--- src/rtl/uart_tx_frame_ctrl_if.sv ---
// uart_tx_frame_ctrl_if: request, baud, serializer and line signals of the UART TX framing stage
interface uart_tx_frame_ctrl_if #(parameter int DATA_WIDTH = 8);
  logic                  Data_Valid;
  logic [DATA_WIDTH-1:0] P_DATA;
  logic                  PAR_EN;
  logic                  PAR_TYP;
  logic                  TX_tick;
  logic                  ser_data;
  logic                  ser_done;
  logic                  ser_en;
  logic                  TX_OUT;
  logic                  busy;
  logic                  frame_err;
  modport master (
    output Data_Valid, P_DATA, PAR_EN, PAR_TYP, TX_tick, ser_data, ser_done,
    input  ser_en, TX_OUT, busy, frame_err
  );
  modport slave (
    input  Data_Valid, P_DATA, PAR_EN, PAR_TYP, TX_tick, ser_data, ser_done,
    output ser_en, TX_OUT, busy, frame_err
  );
endinterface

--- src/rtl/uart_tx_frame_ctrl.sv ---
// uart_tx_frame_ctrl: frames serializer bits with start, optional parity and stop bits; watchdog aborts a stuck serializer
module uart_tx_frame_ctrl #(
  parameter int DATA_WIDTH = 8,
  parameter int STOP_BITS  = 1,
  parameter int WDOG_TICKS = DATA_WIDTH + 2
) (
  input logic CLK,
  input logic RST,
  uart_tx_frame_ctrl_if.slave bus
);
  localparam int WW = $clog2(WDOG_TICKS + 1);
  typedef enum logic [2:0] {IDLE, START, DATA, PARITY, STOP} state_t;
  state_t          state;
  logic            par_en_q;
  logic            par_bit;
  logic [WW-1:0]   wdog;
  logic            scnt;
  always_ff @(posedge CLK or posedge RST) begin
    if (RST) begin
      state         <= IDLE;
      par_en_q      <= 1'b0;
      par_bit       <= 1'b0;
      wdog          <= '0;
      scnt          <= 1'b0;
      bus.ser_en    <= 1'b0;
      bus.TX_OUT    <= 1'b1;
      bus.busy      <= 1'b0;
      bus.frame_err <= 1'b0;
    end else begin
      bus.frame_err <= 1'b0;
      case (state)
        IDLE: if (bus.Data_Valid) begin
          par_en_q   <= bus.PAR_EN;
          par_bit    <= (^bus.P_DATA) ^ bus.PAR_TYP;
          bus.busy   <= 1'b1;
          bus.TX_OUT <= 1'b0;
          state      <= START;
        end
        START: if (bus.TX_tick) begin
          state      <= DATA;
          bus.ser_en <= 1'b1;
          wdog       <= '0;
        end
        DATA: begin
          bus.TX_OUT <= bus.ser_data;
          if (bus.TX_tick) begin
            wdog <= wdog + 1'b1;
            scnt <= 1'b0;
            if (bus.ser_done) begin
              bus.ser_en <= 1'b0;
              bus.TX_OUT <= par_en_q ? par_bit : 1'b1;
              state      <= par_en_q ? PARITY : STOP;
            end else if (wdog == WW'(WDOG_TICKS - 1)) begin
              // abort skips parity and goes straight to the stop bit(s)
              bus.ser_en    <= 1'b0;
              bus.frame_err <= 1'b1;
              bus.TX_OUT    <= 1'b1;
              state         <= STOP;
            end
          end
        end
        PARITY: if (bus.TX_tick) begin
          bus.TX_OUT <= 1'b1;
          scnt       <= 1'b0;
          state      <= STOP;
        end
        STOP: if (bus.TX_tick) begin
          if (scnt == 1'(STOP_BITS - 1)) begin
            bus.busy <= 1'b0;
            state    <= IDLE;
          end else scnt <= scnt + 1'b1;
        end
        default: state <= IDLE;
      endcase
    end
  end
endmodule

--- src/flat_wrapper.sv ---
// flat-port wrapper written by rule: the top's interface ports become plain ports
module uart_tx_frame_ctrl_flat 
#(
  parameter int DATA_WIDTH = 8,
  parameter int STOP_BITS  = 1,
  parameter int WDOG_TICKS = DATA_WIDTH + 2
)
  (CLK, RST, bus_Data_Valid, bus_P_DATA, bus_PAR_EN, bus_PAR_TYP, bus_TX_tick, bus_ser_data, bus_ser_done, bus_ser_en, bus_TX_OUT, bus_busy, bus_frame_err);
  uart_tx_frame_ctrl_if #(.DATA_WIDTH(DATA_WIDTH)) bus_i ();
  input logic CLK;
  input logic RST;
  input wire logic [$bits(bus_i.Data_Valid)-1:0] bus_Data_Valid;
  input wire logic [$bits(bus_i.P_DATA)-1:0] bus_P_DATA;
  input wire logic [$bits(bus_i.PAR_EN)-1:0] bus_PAR_EN;
  input wire logic [$bits(bus_i.PAR_TYP)-1:0] bus_PAR_TYP;
  input wire logic [$bits(bus_i.TX_tick)-1:0] bus_TX_tick;
  input wire logic [$bits(bus_i.ser_data)-1:0] bus_ser_data;
  input wire logic [$bits(bus_i.ser_done)-1:0] bus_ser_done;
  output wire logic [$bits(bus_i.ser_en)-1:0] bus_ser_en;
  output wire logic [$bits(bus_i.TX_OUT)-1:0] bus_TX_OUT;
  output wire logic [$bits(bus_i.busy)-1:0] bus_busy;
  output wire logic [$bits(bus_i.frame_err)-1:0] bus_frame_err;
  assign bus_i.Data_Valid = bus_Data_Valid;
  assign bus_i.P_DATA = bus_P_DATA;
  assign bus_i.PAR_EN = bus_PAR_EN;
  assign bus_i.PAR_TYP = bus_PAR_TYP;
  assign bus_i.TX_tick = bus_TX_tick;
  assign bus_i.ser_data = bus_ser_data;
  assign bus_i.ser_done = bus_ser_done;
  assign bus_ser_en = bus_i.ser_en;
  assign bus_TX_OUT = bus_i.TX_OUT;
  assign bus_busy = bus_i.busy;
  assign bus_frame_err = bus_i.frame_err;
  uart_tx_frame_ctrl #(.DATA_WIDTH(DATA_WIDTH), .STOP_BITS(STOP_BITS), .WDOG_TICKS(WDOG_TICKS)) u_core (.CLK(CLK), .RST(RST), .bus(bus_i));
endmodule
--- config.mk ---
export PLATFORM = sky130hd
export DESIGN_NAME = uart_tx_frame_ctrl_flat
export DESIGN_NICKNAME = d
export VERILOG_FILES = /design/src/rtl/uart_tx_frame_ctrl_if.sv /design/src/rtl/uart_tx_frame_ctrl.sv /design/src/flat_wrapper.sv
export SDC_FILE = /design/constraint.sdc
export NUM_CORES = 1
export LEC_CHECK = 0
export CAP_MARGIN = 20
export CORE_MARGIN = 3
export CORE_UTILIZATION = 24
export CTS_BUF_LIST = sky130_fd_sc_hd__clkbuf_4
export DETAILED_ROUTE_END_ITERATION = 8
export SETUP_SLACK_MARGIN = 0.15
export SYNTH_ARGS = -nofsm -noshare
export SYNTH_HDL_FRONTEND = slang
export SYNTH_SLANG_ARGS = --single-unit
--- constraint.sdc ---
create_clock -name CLK -period 2.5 [get_ports CLK]
set_clock_uncertainty 0.2 [all_clocks]
set_input_delay 0.5 -clock CLK [delete_from_list [all_inputs] [get_ports CLK]]
set_output_delay 0.5 -clock CLK [all_outputs]
set_load 0.01 [all_outputs]
## After elaboration in Yosys (flattened, before gate mapping)

Cells that the tools add are included.

- Latch bits: 0
- Logic and storage cells: 75
- Bits in writable memories: 0
- Input bits: 16
- Output and inout bits: 4
- Memory bits (read-only): 0
- Memories: 0
- Bits in registers: 14

- Add/subtract/negate cells: 2
- Divide/modulo/power cells: 0
- Multipliers: 0
- Reduce and logical (&&, ||, !) cells: 14
- Equal/unequal tests: 13
- Order comparisons: 0
- Bitwise logic cells: 1
- Shift operators: 0
- Muxes and demuxes: 36

Operators with widths:

| cell | number |
|---|---|
| 3-bit two-way mux | 9 |
| 1-bit two-way mux | 19 |
| 3-bit case mux with 5 select lines | 1 |
| 2-bit != test (second input constant) | 6 |
| 3-bit AND reduction | 3 |
| 4-bit two-way mux | 2 |
| 4-bit case mux with 2 select lines | 1 |
| 4-bit AND reduction | 2 |
| 8-bit XOR reduction | 1 |
| 7-bit AND reduction | 1 |
| 3-bit by 2-bit == test with 1-bit output (second input constant) | 2 |
| 1-bit case mux with 2 select lines | 3 |
| 2-bit nonzero test | 3 |
| 4-bit by 1-bit adder with 4-bit output (second input constant) | 1 |
| 4-bit == test (second input constant) | 1 |
| 3-bit by 1-bit == test with 1-bit output (second input constant) | 1 |
| 3-bit == test (second input constant) | 1 |
| 3-bit zero test | 1 |
| 3-bit by 2-bit != test with 1-bit output (second input constant) | 1 |
| 1-bit case mux with 3 select lines | 1 |
| 3-bit nonzero test | 1 |
| 2-bit by 1-bit != test with 1-bit output (second input constant) | 1 |
| 2-bit AND reduction | 1 |
| 2-bit OR reduction | 1 |
| 2 further kinds | 2 |

## Logic depth before layout (Yosys ltp)

- Word-level depth: 5
- Mapped depth: 6
- Gate-level depth less buffers: 6

## Worst setup path after synthesis

No wires, ideal clock.

- Path type: input-to-reg
- Start: input bus_P_DATA[2]
- End: register u_core.par_bit
- Stages on the path: 4
- Setup slack: 0.769 ns
- Buffers on the path: 0
- Arrival time: 1.406 ns
- Path through: xnor2_1 > xnor3_1 > xnor2_1 > mux2_4

- Word-level cells in the longest chain between the ends: 2

RTL lines:

| element | RTL line | source |
|---|---|---|
| start, declared | flat_wrapper.sv:13 | `input wire logic [$bits(bus_i.P_DATA)-1:0] bus_P_DATA;` |
| 8-bit XOR reduction | uart_tx_frame_ctrl.sv:34 | `par_bit <= (^bus.P_DATA) ^ bus.PAR_TYP;` |
| 1-bit XOR | uart_tx_frame_ctrl.sv:34 |  |
| end signal, assigned | uart_tx_frame_ctrl.sv:34 |  |
| end, declared | uart_tx_frame_ctrl.sv:15 | `logic par_bit;` |

No other way between the ends.
A chain may end at the register's enable or synchronous reset.

## Worst setup path after layout

- Start: register u_core.bus.TX_OUT
- End: output bus_TX_OUT

RTL lines:

| element | RTL line | source |
|---|---|---|
| start, declared | uart_tx_frame_ctrl_if.sv:20 | `output ser_en, TX_OUT, busy, frame_err` |
| start signal, assigned | uart_tx_frame_ctrl.sv:45 | `bus.TX_OUT <= bus.ser_data;` |
| start signal, assigned | uart_tx_frame_ctrl.sv:51 | `bus.TX_OUT <= par_en_q ? par_bit : 1'b1;` |
| end, declared | flat_wrapper.sv:20 | `output wire logic [$bits(bus_i.TX_OUT)-1:0] bus_TX_OUT;` |

No word-level cell between the ends.

==> qor.yml <==
critical_path:
  critPathTopFamily: "flip-flops"
  crit_end: "bus_TX_OUT"
  r2r-end: "u_core.par_en_q"
  max_stage_delay_ns: 0.54
  reg2reg_setup_slack_ns: 0.61
  path_max_fanout: 2
  path_depth: 1
  crit_slowest_cell: "dfstp_2"
  worst_ep_required_time_ns: 1.80
  r2r-start: "u_core.state[0]"
  crit_chain: "clkdlybuf4s50_1"
  cp-start-kind: "register"
  path_class: "register to primary output"
  worst-path-buf-inv: 1
  startpoint: "u_core.bus.TX_OUT"
  worstRegToRegCells: 4
  cp-end-kind: "primary output"
  worst_ep_arrival_time_ns: 1.34
route:
  ant_nets: 0
  wl_per_cell_um: 12.1
  drcViolationCount: 0
  drt_iter0_markers: 17
  vias: 698
  routed_wl_um: 1860
  vias_per_cell: 4.53
  dr.pass1.iters: 4
global_route:
  grt_max_degree: 16
  antenna_found_initial: 0
  grt_pass1_wl_um: 3270
  grt_pass1_vias: 729
  overflow: 0
  gr-usage-all-layers_pct: 9.43
clock_tree:
  cts_root_buf: "clkbuf_4"
  cts_tree: "built"
  clk_latency_ns: 0.28
  cts_buffer_depth: 2
  path_clk_slew_ns: 0.08
  htreeDepth: 1
  postCtsHoldBufs: 0
  post_cts_resized: 0
  postCtsSetupBuffers: 0
  cts.sinks: 13
  cts_buffers: 3
synthesis:
  synth_cell_type_count: 36
  synth-compound-area-share_pct: 17.9
  yosys_warnings: 0
  synth-seq-cells: 13
  avgSynthCellArea_um2: 10.0
  synth_fa_ha_area_share_pct: 2.80
  ys_seq_area_share_pct: 36.6
  synth_edf_count: 0
  synth_top_family_by_area: "simple AND/OR/NAND/NOR gates"
  synthMuxAreaShare_pct: 9.10
  postSynthCellCount: 89
  synth-simple-area-share_pct: 19.7
  synth-xor-area-share_pct: 8.40
  async_reset_ff_share_pct: 100
  syn-cell-area_um2: 893
  ys.flop_type: "dfrtp_1"
  syn_nets: 107
min_path:
  min_from: "u_core.bus.TX_OUT"
  hold_path.class: "register to register"
final_layout:
  syn_to_final_growth_pct: 28.2
  layout-drive-gt1-share_pct: 13.0
  finish.instance_area_um2: 1140
  layout_commonest_cell: "clkdlybuf4s50_1"
  diodes: 0
  fill_cells: 369
  layout.cells.most_common_list: "clkdlybuf4s50_1 (19), dfrtp_1 (12), nand2_1 (9)"
  final_nets: 127
sta:
  hold_violations: 0
  max_freq_ghz: 0.489
  setup_viol: 0
  tns_ns: 0
  period_minus_slack_ns: 2.04
  whs_ns: 0.309
  slew_violations: 0
  rsz0062_at_grt: "false"
  worst_pin_slew_ns: 0.546
  slew_headroom_pct: 63.6
  final.period_utilization_pct: 81.8
placement:
  hpwl_um: 1440
  place_congestion: 0.768
  numPortBuffers: 19
  place_area_um2: 1110
die:
  pin_count: 20
  die_area_um2: 4490
  core-area_um2: 3470
  die_w_um: 67.0
  placementRows: 21
  die_y_um: 67.0
  initial_core_util_pct: 25.8
pwr:
  cellLeakagePower_uw: 0.000483
  peakVddDrop_mv: 0.186
  power_density_nw_per_um2: 954
run_status:
  outcome: "completed"
run:
  max_cap_violations: 0
per-layer routing:
metal  up-vias  track usage, %  wire length (um)
met1       335            12.0               806
li1        354               -                 -
met5         -               0                 0
met4         0            3.80                18
met3         2            1.01                45
met2         7            16.1               993
logic make-up (layout without fill, tap and decap cells):
family | after synthesis | in the layout
xor+xnor | 7 | 7
mux | 7 | 7
flops | 13 | 13
buf+inv | 10 | 29
simple gates | 28 | 28
fa+ha+maj | 2 | 2
compound gates | 22 | 22
synth_stat cells (3+ instances only):
cell / instances / share of area [%]
nand2_1: 9 / 3.8
buf_2: 3 / 1.7
dfrtp_1: 12 / 34
a21oi_1: 6 / 3.4
xnor2_1: 5 / 4.9
mux2i_1: 4 / 4.5
o21ai_0: 5 / 2.8
nor2_1: 5 / 2.1
and3b_1: 3 / 2.9
inv_1: 6 / 2.5
where the power goes:
group | leakage [uW] | internal (uW) | switching, uW
clock | 0.0000184 | 72.7 | 74.4
combinational | 0.000305 | 284 | 216
sequential | 0.000160 | 295 | 149
per-stage QoR:
stage	utilization (%)	setup WS (ns)	power [uW]	instances
2_1_floorplan	-	0.769	829	89
3_3_place_gp	32.1	0.277	935	150
3_5_place_dp	32.1	0.208	950	150
4_1_cts	33.0	0.440	1100	154
5_1_grt	33.0	0.288	1200	154
6_report	33.0	0.456	1090	154
registers in the layout, summed over array words and instances, names as in the netlist:
| register | cells |
|---|---|
| u_core.wdog | 4 |
| u_core.state | 3 |
| u_core.bus.TX_OUT | 1 |
| u_core.bus.busy | 1 |
| u_core.bus.frame_err | 1 |
| u_core.bus.ser_en | 1 |
| u_core.par_bit | 1 |
| u_core.par_en_q | 1 |
worst min-delay path by stage:
stage | to | slack (ns) | cells past startpoint
2_1_floorplan | u_core.bus.busy | 0.18 | 1
3_3_place_gp | u_core.bus.busy | 0.28 | 2
3_5_place_dp | u_core.bus.busy | 0.30 | 2
4_1_cts | u_core.par_bit | 0.32 | 1
5_1_grt | u_core.par_bit | 0.34 | 1
6_report | u_core.bus.TX_OUT | 0.31 | 2
cell type report:
type	count	area (um^2)	area share [%]
repair buffers	19	190	16.6
well taps	46	57.6	5.03
multi-input cells	66	518	45.2
flip-flops and latches	13	327	28.5
clock buffers	4	30.0	2.62
inverters	6	22.5	1.97
No activity file was read; power rests on OpenSTA's default activity.
